==> config.mk <==
export PLATFORM = sky130hd
export DESIGN_NAME = fifo_rr_scheduler
export DESIGN_NICKNAME = d
export VERILOG_FILES = /design/src/rtl/fifo_rr_scheduler_pkg.sv /design/src/rtl/fifo_rr_scheduler_rr_arbiter4.sv /design/src/rtl/fifo_rr_scheduler.sv
export SDC_FILE = /design/constraint.sdc
export NUM_CORES = 1
export LEC_CHECK = 0
export ABC_AREA = 1
export CAP_MARGIN = 20
export CORE_MARGIN = 5
export CORE_UTILIZATION = 52
export CTS_BUF_LIST = sky130_fd_sc_hd__clkbuf_2
export DETAILED_ROUTE_END_ITERATION = 8
export PLACE_DENSITY_LB_ADDON = 0.25
export SLEW_MARGIN = 10
export SYNTH_ARGS = -nofsm -noshare
export SYNTH_HDL_FRONTEND = slang
export SYNTH_SLANG_ARGS = --single-unit
==> constraint.sdc <==
create_clock -name clk -period 4.2 [get_ports clk]
set_input_delay 0.84 -clock clk [delete_from_list [all_inputs] [get_ports clk]]
set_output_delay 0.84 -clock clk [all_outputs]
set_load 0.02 [all_outputs]
==> src/rtl/fifo_rr_scheduler_pkg.sv <==
// Shared constants, destination-field layout and FSM encoding for the scheduler.
// Latency: n/a (definitions only).
// Backpressure: n/a (definitions only).
package fifo_rr_scheduler_pkg;

  localparam int NUM_CH = 4;
  localparam int DEST_W = 2;

  // Destination occupies the two MSBs of a word: word[WORD_SIZE-DEST_MSB_OFS : WORD_SIZE-DEST_LSB_OFS]
  localparam int DEST_MSB_OFS = 1;
  localparam int DEST_LSB_OFS = DEST_W;

  typedef enum logic {
    IDLE   = 1'b0,
    ACTIVE = 1'b1
  } state_t;

endpackage

==> src/rtl/fifo_rr_scheduler_rr_arbiter4.sv <==
// Combinational 4-way round-robin pick starting at ptr.
// Latency: zero cycles, pure combinational.
// Backpressure: none here; callers mask blocked requesters out of req.
module rr_arbiter4
  import fifo_rr_scheduler_pkg::*;
(
  input  logic [NUM_CH-1:0] req,
  input  logic [1:0]        ptr,
  output logic [NUM_CH-1:0] gnt,
  output logic [1:0]        gnt_idx,
  output logic              any_gnt
);

  logic [1:0] idx;

  // Walk ptr, ptr+1, ... (mod 4) and take the first requester found
  always_comb begin
    gnt     = '0;
    gnt_idx = '0;
    any_gnt = 1'b0;
    idx     = '0;
    for (int k = 0; k < NUM_CH; k++) begin
      idx = ptr + 2'(k);
      if (!any_gnt && req[idx]) begin
        any_gnt      = 1'b1;
        gnt_idx      = idx;
        gnt[idx]     = 1'b1;
      end
    end
  end

endmodule

==> src/rtl/fifo_rr_scheduler.sv <==
// Moves one word per cycle from four input FIFOs to four output FIFOs, round-robin, routed by dest MSBs.
// Latency: fifo_rd (combinational) to out_push/out_data/grant_id is exactly one cycle.
// Backpressure: inputs whose head targets an almost-full output are skipped; one word may land after almost_full rises.
module fifo_rr_scheduler
  import fifo_rr_scheduler_pkg::*;
#(
  parameter int WORD_SIZE = 6
) (
  input  logic                        clk,
  input  logic                        reset,
  input  logic                        enable,
  input  logic [NUM_CH-1:0]           fifo_empty,
  input  logic [NUM_CH*WORD_SIZE-1:0] fifo_data,
  input  logic [NUM_CH-1:0]           out_almost_full,
  output logic [NUM_CH-1:0]           fifo_rd,
  output logic [NUM_CH-1:0]           out_push,
  output logic [WORD_SIZE-1:0]        out_data,
  output logic [1:0]                  grant_id,
  output logic                        idle
);

  state_t                state_q, state_d;
  logic [1:0]            rr_ptr;
  logic                  run;
  logic [NUM_CH-1:0]     req;
  logic [NUM_CH-1:0]     gnt;
  logic [1:0]            gnt_idx;
  logic                  any_gnt;
  logic [WORD_SIZE-1:0]  head;
  logic [DEST_W-1:0]     head_dest;
  logic [WORD_SIZE-1:0]  gnt_word;
  logic [DEST_W-1:0]     gnt_dest;

  // Grants only while ACTIVE, enabled and out of reset; reset gating keeps fifo_rd low asynchronously
  assign run = (state_q == ACTIVE) && enable && !reset;

  // Eligibility: non-empty input whose head word's destination is not almost full
  always_comb begin
    req       = '0;
    head      = '0;
    head_dest = '0;
    for (int i = 0; i < NUM_CH; i++) begin
      head      = fifo_data[i*WORD_SIZE +: WORD_SIZE];
      head_dest = head[WORD_SIZE-DEST_MSB_OFS : WORD_SIZE-DEST_LSB_OFS];
      req[i]    = run && !fifo_empty[i] && !out_almost_full[head_dest];
    end
  end

  rr_arbiter4 u_arb (
    .req     (req),
    .ptr     (rr_ptr),
    .gnt     (gnt),
    .gnt_idx (gnt_idx),
    .any_gnt (any_gnt)
  );

  assign fifo_rd  = gnt;
  assign gnt_word = fifo_data[gnt_idx*WORD_SIZE +: WORD_SIZE];
  assign gnt_dest = gnt_word[WORD_SIZE-DEST_MSB_OFS : WORD_SIZE-DEST_LSB_OFS];

  // FSM state register
  always_ff @(posedge clk or posedge reset) begin
    if (reset) begin
      state_q <= IDLE;
    end else begin
      state_q <= state_d;
    end
  end

  // FSM next state: enable moves IDLE->ACTIVE, its absence moves ACTIVE->IDLE
  always_comb begin
    state_d = state_q;
    case (state_q)
      IDLE:    if (enable)  state_d = ACTIVE;
      ACTIVE:  if (!enable) state_d = IDLE;
      default: state_d = IDLE;
    endcase
  end

  // Output registers and round-robin pointer; pointer and word/id only move on a grant
  always_ff @(posedge clk or posedge reset) begin
    if (reset) begin
      rr_ptr   <= '0;
      out_push <= '0;
      out_data <= '0;
      grant_id <= '0;
    end else if (any_gnt) begin
      rr_ptr   <= gnt_idx + 2'd1;
      out_push <= NUM_CH'(1) << gnt_dest;
      out_data <= gnt_word;
      grant_id <= gnt_idx;
    end else begin
      out_push <= '0;
    end
  end

  // Idle when not scheduling, or when nothing is queued and nothing is landing
  assign idle = (state_q == IDLE) || ((&fifo_empty) && (out_push == '0));

endmodule

### Yosys cells after proc, flatten, opt, wreduce, memory -nomap -nowiden

Index checks and enable logic that the tools add are counted.

| cells by class | value |
|---|---|
| add/sub/neg operators | 4 |
| $mul | 1 |
| order comparisons | 12 |
| shift-type cells | 2 |
| multiplexer cells | 38 |
| bitwise operators | 4 |
| reductions and logical operators | 33 |

Operators with widths:

| cell | count |
|---|---|
| 2-bit by 3-bit < comparator with 1-bit output, second input constant | 8 |
| 24-bit by 6-bit variable part select with 6-bit output | 1 |
| 4-bit two-way mux | 5 |
| 1-bit logical AND | 18 |
| 1-bit two-way mux | 17 |
| 1-bit binary-select mux with 2-bit select | 8 |
| 1-bit logical NOT | 12 |
| 4-bit bitwise OR | 3 |
| 1-bit demux with 2-bit select | 4 |
| 2-bit by 1-bit greater-or-equal comparator with 1-bit output, second input constant | 4 |
| 2-bit two-way mux | 4 |
| 2-bit by 1-bit adder with 2-bit output, second input constant | 2 |
| 2-bit adder, second input constant | 2 |
| 4-bit logical NOT | 1 |
| 2-bit by 2-bit multiplier with 4-bit output, second input constant | 1 |
| 4-bit AND reduction | 1 |
| 1-bit by 2-bit << shifter with 4-bit output, first input constant | 1 |
| 1-bit logical OR | 1 |
| 1-bit NOT | 1 |

| word-level totals | value |
|---|---|
| register bits after elaboration | 15 |
| input port bits | 35 |
| output and inout port bits | 17 |
| logic and storage cells | 99 |

### Logic depth before layout (Yosys ltp)

| depth | value |
|---|---|
| depth after elaboration | 20 |
| depth in mapped cells | 18 |
| mapped depth without buffers | 17 |

### Cells and area by module

From an unflattened synthesis, not the netlist that was laid out.

| unflattened totals | value |
|---|---|
| cell total of the unflattened synthesis | 247 |
| area total of the unflattened synthesis | 1467.7 um^2 |

By module, submodules not included:

| module | instances | cells each | area an instance (um^2) | seq. area each (um^2) |
|---|---|---|---|---|
| fifo_rr_scheduler | 1 | 173 | 1027.2 | 375.4 |
| rr_arbiter4 | 1 | 74 | 440.4 | 0.0 |

### Least setup slack after synthesis

No wires, ideal clock.

| timing path | value |
|---|---|
| path type | input-to-output |
| from | input reset |
| to | output fifo_rd[0] |
| data arrival time | 2412 ps |
| required time | 3360 ps |
| setup slack | 948 ps |
| stages | 9 |
| path buffers | 0 |
| cell sequence | inv_2 > nand3_2 > nor2_1 > nand3_1 > nand2_1 > nand2_2 > o21ai_4 > nand3_4 > o21ai_0 |

| on the way | value |
|---|---|
| longest elaborated chain between the ends | 16 |
| elaborated cells between the ends (all ways) | 34 |
| those cells by class | mux: 15; bitwise: 3; reduce/logical: 16 |

Ends and longest elaborated chain:

| item | RTL line | source |
|---|---|---|
| start: declaration | fifo_rr_scheduler.sv:10 | `input logic reset,` |
| 1-bit logical NOT (no source line) * | - |  |
| 1-bit logical AND * | fifo_rr_scheduler.sv:35 | `assign run = (state_q == ACTIVE) && enable && !reset;` |
| 1-bit logical AND (2 in series) | fifo_rr_scheduler.sv:45 | `req[i] = run && !fifo_empty[i] && !out_almost_full[head_dest];` |
| 1-bit binary-select mux with 2-bit select | fifo_rr_scheduler_rr_arbiter4.sv:24 | `if (!any_gnt && req[idx]) begin` |
| 1-bit two-way mux (not written as such) | fifo_rr_scheduler_rr_arbiter4.sv:24 |  |
| 1-bit two-way mux | fifo_rr_scheduler_rr_arbiter4.sv:24 |  |
| 1-bit logical NOT | fifo_rr_scheduler_rr_arbiter4.sv:24 |  |
| 1-bit logical AND | fifo_rr_scheduler_rr_arbiter4.sv:24 |  |
| 1-bit two-way mux | fifo_rr_scheduler_rr_arbiter4.sv:24 |  |
| 1-bit logical NOT | fifo_rr_scheduler_rr_arbiter4.sv:24 |  |
| 1-bit logical AND | fifo_rr_scheduler_rr_arbiter4.sv:24 |  |
| 1-bit two-way mux | fifo_rr_scheduler_rr_arbiter4.sv:24 |  |
| 1-bit logical NOT | fifo_rr_scheduler_rr_arbiter4.sv:24 |  |
| 1-bit logical AND | fifo_rr_scheduler_rr_arbiter4.sv:24 |  |
| 4-bit two-way mux * | fifo_rr_scheduler_rr_arbiter4.sv:24 |  |
| end: declaration | fifo_rr_scheduler.sv:15 | `output logic [NUM_CH-1:0] fifo_rd,` |

Every way passes the cells marked *; elsewhere a longest branch is shown, timed or not. The select of a mux whose other input is x is not followed.

### Worst setup path in the final report

| timing path | value |
|---|---|
| from | input enable |
| to | output fifo_rd[3] |

| on the way | value |
|---|---|
| longest elaborated chain between the ends | 16 |
| elaborated cells between the ends (all ways) | 34 |
| those cells by class | mux: 15; bitwise: 3; reduce/logical: 16 |

Ends and longest elaborated chain:

| item | RTL line | source |
|---|---|---|
| start: declaration | fifo_rr_scheduler.sv:11 | `input logic enable,` |
| 1-bit logical AND * (2 in series) | fifo_rr_scheduler.sv:35 |  |
| 1-bit logical AND (2 in series) | fifo_rr_scheduler.sv:45 |  |
| 1-bit binary-select mux with 2-bit select | fifo_rr_scheduler_rr_arbiter4.sv:24 |  |
| 1-bit two-way mux (not written as such) | fifo_rr_scheduler_rr_arbiter4.sv:24 |  |
| 1-bit two-way mux | fifo_rr_scheduler_rr_arbiter4.sv:24 |  |
| 1-bit logical NOT | fifo_rr_scheduler_rr_arbiter4.sv:24 |  |
| 1-bit logical AND | fifo_rr_scheduler_rr_arbiter4.sv:24 |  |
| 1-bit two-way mux | fifo_rr_scheduler_rr_arbiter4.sv:24 |  |
| 1-bit logical NOT | fifo_rr_scheduler_rr_arbiter4.sv:24 |  |
| 1-bit logical AND | fifo_rr_scheduler_rr_arbiter4.sv:24 |  |
| 1-bit two-way mux | fifo_rr_scheduler_rr_arbiter4.sv:24 |  |
| 1-bit logical NOT | fifo_rr_scheduler_rr_arbiter4.sv:24 |  |
| 1-bit logical AND | fifo_rr_scheduler_rr_arbiter4.sv:24 |  |
| 4-bit two-way mux * | fifo_rr_scheduler_rr_arbiter4.sv:24 |  |

Marked as above.

==> impl_metrics.py <==
metrics = {
    "timing": {
        "fmax_mhz": 270,
        "slew_headroom": 0.717,
        "fin_crit_sh": 0.883,
        "tns_ps": 0,
        "finalSetupViolCount": 0,
        "slew_violations": 0,
        "hold_viol": 0,
        "skew_ps": 0.582,
        "period_minus_slack_ps": 3710,
        "rsz0062_at_grt": "no",
        "tightest_slew_ps": 424,
    },
    "detailed_routing": {
        "firstDrtPassIters": 4,
        "routed_via_density": 5.25,
        "route.detailed.drc": 0,
        "dr_total_vias": 1748,
        "avgRoutedWirePerCell_um": 12.4,
        "drt_wl_total_um": 4130,
        "drt_iter0_markers": 131,
        "ant_nets": 0,
    },
    "yosys": {
        "syn_inst": 248,
        "synth_cell_types": 29,
        "syn_area_mm2": 0.00161,
        "synth_top_cell_area_share": 0.233,
        "ys_ff_latch": 15,
        "seq_area_frac_synth": 0.233,
        "synth_top_cell_by_area": "dfrtp_1",
        "synth.area.top_cells": "dfrtp_1 (23%), nand2_1 (18%), nand3_1 (12%), inv_1 (7.2%), nand3_2 (6.8%)",
        "postSynthAreaPerCell_um2": 6.49,
        "ys.warnings.count": 0,
        "synth_fp_nets": 287,
    },
    "flow_run": {
        "cap_violations": 0,
    },
    "run_status": {
        "status": "complete, no violations",
    },
    "global_route": {
        "antenna_found_initial": 0,
        "grt_pass1_wl_um": 6690,
        "grt_max_degree": 20,
        "grt_overflow": 0,
        "grt_usage": 0.194,
        "grt_pass1_vias": 1557,
    },
    "cts": {
        "clkSinkCount": 15,
        "insertion_delay_ps": 270,
        "cts_tree": "built",
        "cts_buffer_depth": 2,
        "clk_pin_slew_ps": 130,
        "clock-root-buffer": "clkbuf_2",
        "cts_max_level": 1,
        "cts-buffers-inserted": 3,
        "postCtsHoldBufs": 0,
    },
    "worst_hold_path": {
        "hold_path_class": "reg2reg",
    },
    "placed_design": {
        "dpl.hpwl_um": 3350,
        "port_buffers": 51,
        "gp_congestion": 0.891,
    },
    "critical_path": {
        "cp-end-kind": "output pin",
        "crit_arrival_ps": 2870,
        "critPathKind": "in2out",
        "worst-r2r-setup-slack_ps": 1490,
        "required_ps": 3360,
        "critical_path.max_fanout": 7,
        "crit_path_start_kind": "primary input",
    },
    "die": {
        "rows": 20,
        "dieHeight_um": 65.6,
        "die_width_um": 65.6,
        "die-area_mm2": 0.00431,
        "core_mm2": 0.00300,
        "start_util": 0.536,
        "pin_count": 52,
    },
    "layout": {
        "layout_common_cells": "nand2_1 (78), clkdlybuf4s50_1 (47), nand3_1 (40), inv_1 (31), dfrtp_1 (15)",
        "syn_to_final_growth_pct": 34.6,
        "nNetsFinal": 340,
        "post-route-util": 0.721,
        "drive_above_1_share": 0.153,
        "antenna_cells": 0,
        "layout_commonest_cell": "nand2_1",
        "fill_cells": 268,
    },
    "power_and_ir_drop": {
        "power_leakage_nw": 1.15,
        "p_per_area_mw_per_mm2": 990,
        "vdd_drop_max_uv": 499,
    },
}
## per-layer routing
layer / vias to the layer above / global-route usage / wire length, um
met3: 2 / 0.0308 / 233
met4: 0 / 0.0233 / 20
met2: 54 / 0.359 / 2200
met1: 793 / 0.241 / 1670
li1: 899 / - / -
met5: - / 0 / 0
## worst paths after layout
| kind | end | depth (start not counted) | startpoint |
|---|---|---|---|
| worst max-delay path | fifo_rd[3] | 13 | enable |
| worst min-delay path | out_data[0] | 2 | out_data[0] |
| worst max register to register | out_data[4] | 12 | rr_ptr[0] |
| worst min register to register | out_data[0] | 2 | out_data[0] |
| max in group asynchronous | out_data[0] | 3 | reset |
| min in group asynchronous | out_data[3] | 3 | reset |
## stage by stage
step	total power, mW	hold slack [ps]	setup WS [ps]	instances	area (um^2)
2_1_floorplan	1.67	589	948	248	1610
3_3_place_gp	2.04	464	239	329	2140
3_5_place_dp	2.07	466	150	329	2140
4_1_cts	2.15	497	154	333	2160
5_1_grt	2.37	519	335	333	2170
6_report	2.14	495	493	333	2170
## registers in the layout, indices dropped and copies added, names as in the netlist
name and cells:
out_data 6, grant_id 2, rr_ptr 2, out_push 4
state_q 1
## Yosys cell counts
library cell	number
nand2_2	10
nor2_4	1
inv_2	7
nand4_1	4
a21boi_1	1
nand3_1	40
a21oi_1	6
buf_4	2
buf_6	2
nor2_1	11
ha_1	4
nand3_4	2
dfrtp_1	15
nand2_4	1
nand3_2	11
o21ai_4	1
inv_1	31
nand4_4	1
a21oi_4	1
a22oi_1	1
or4_1	1
nor2_2	2
o21ai_1	2
buf_2	2
o22ai_1	4
nand2_1	78
nor2_8	1
o21ai_0	5
clkinv_2	1
## critical path, stage by stage
cell,delay [ps]
clkdlybuf4s50_1,530
nand3_2,150
nor2_1,150
nand3_1,170
nand2_2,130
nand2_1,60
nand2_1,70
nand2_2,110
nand2_1,150
o22ai_1,80
a21oi_1,120
o21ai_0,80
dlymetal6s2s_1,210
## cell families after synthesis
kind of cell	count (synthesis)	share of synthesized area
AO/OA/AOI/OAI	21	0.0855
buffers and inverters	45	0.121
flip-flops	15	0.233
adder cells (fa/ha/maj)	4	0.0311
AND/OR/NAND/NOR	163	0.529
## what timing repair did
item | CTS | global route
endpoints found under the setup margin | 0 | 4
buffers inserted | 0 | 0
resized for setup | 0 | 4
## power breakdown
group	switching (mW)	internal, mW
registers	0.0553	0.229
logic	1.14	0.651
clock network	0.0423	0.0252
total	1.24	0.906
## area by class of cell
cell class	count	area, um^2	share of cell area
Tap cell	33	41.3	0.0191
Multi-Input combinational cell	188	1040	0.479
Timing Repair Buffer	54	543	0.251
Sequential cell	15	375	0.173
Inverter	39	148	0.0682
Clock buffer	4	20.0	0.00924
(Power assumes the default switching activity.)
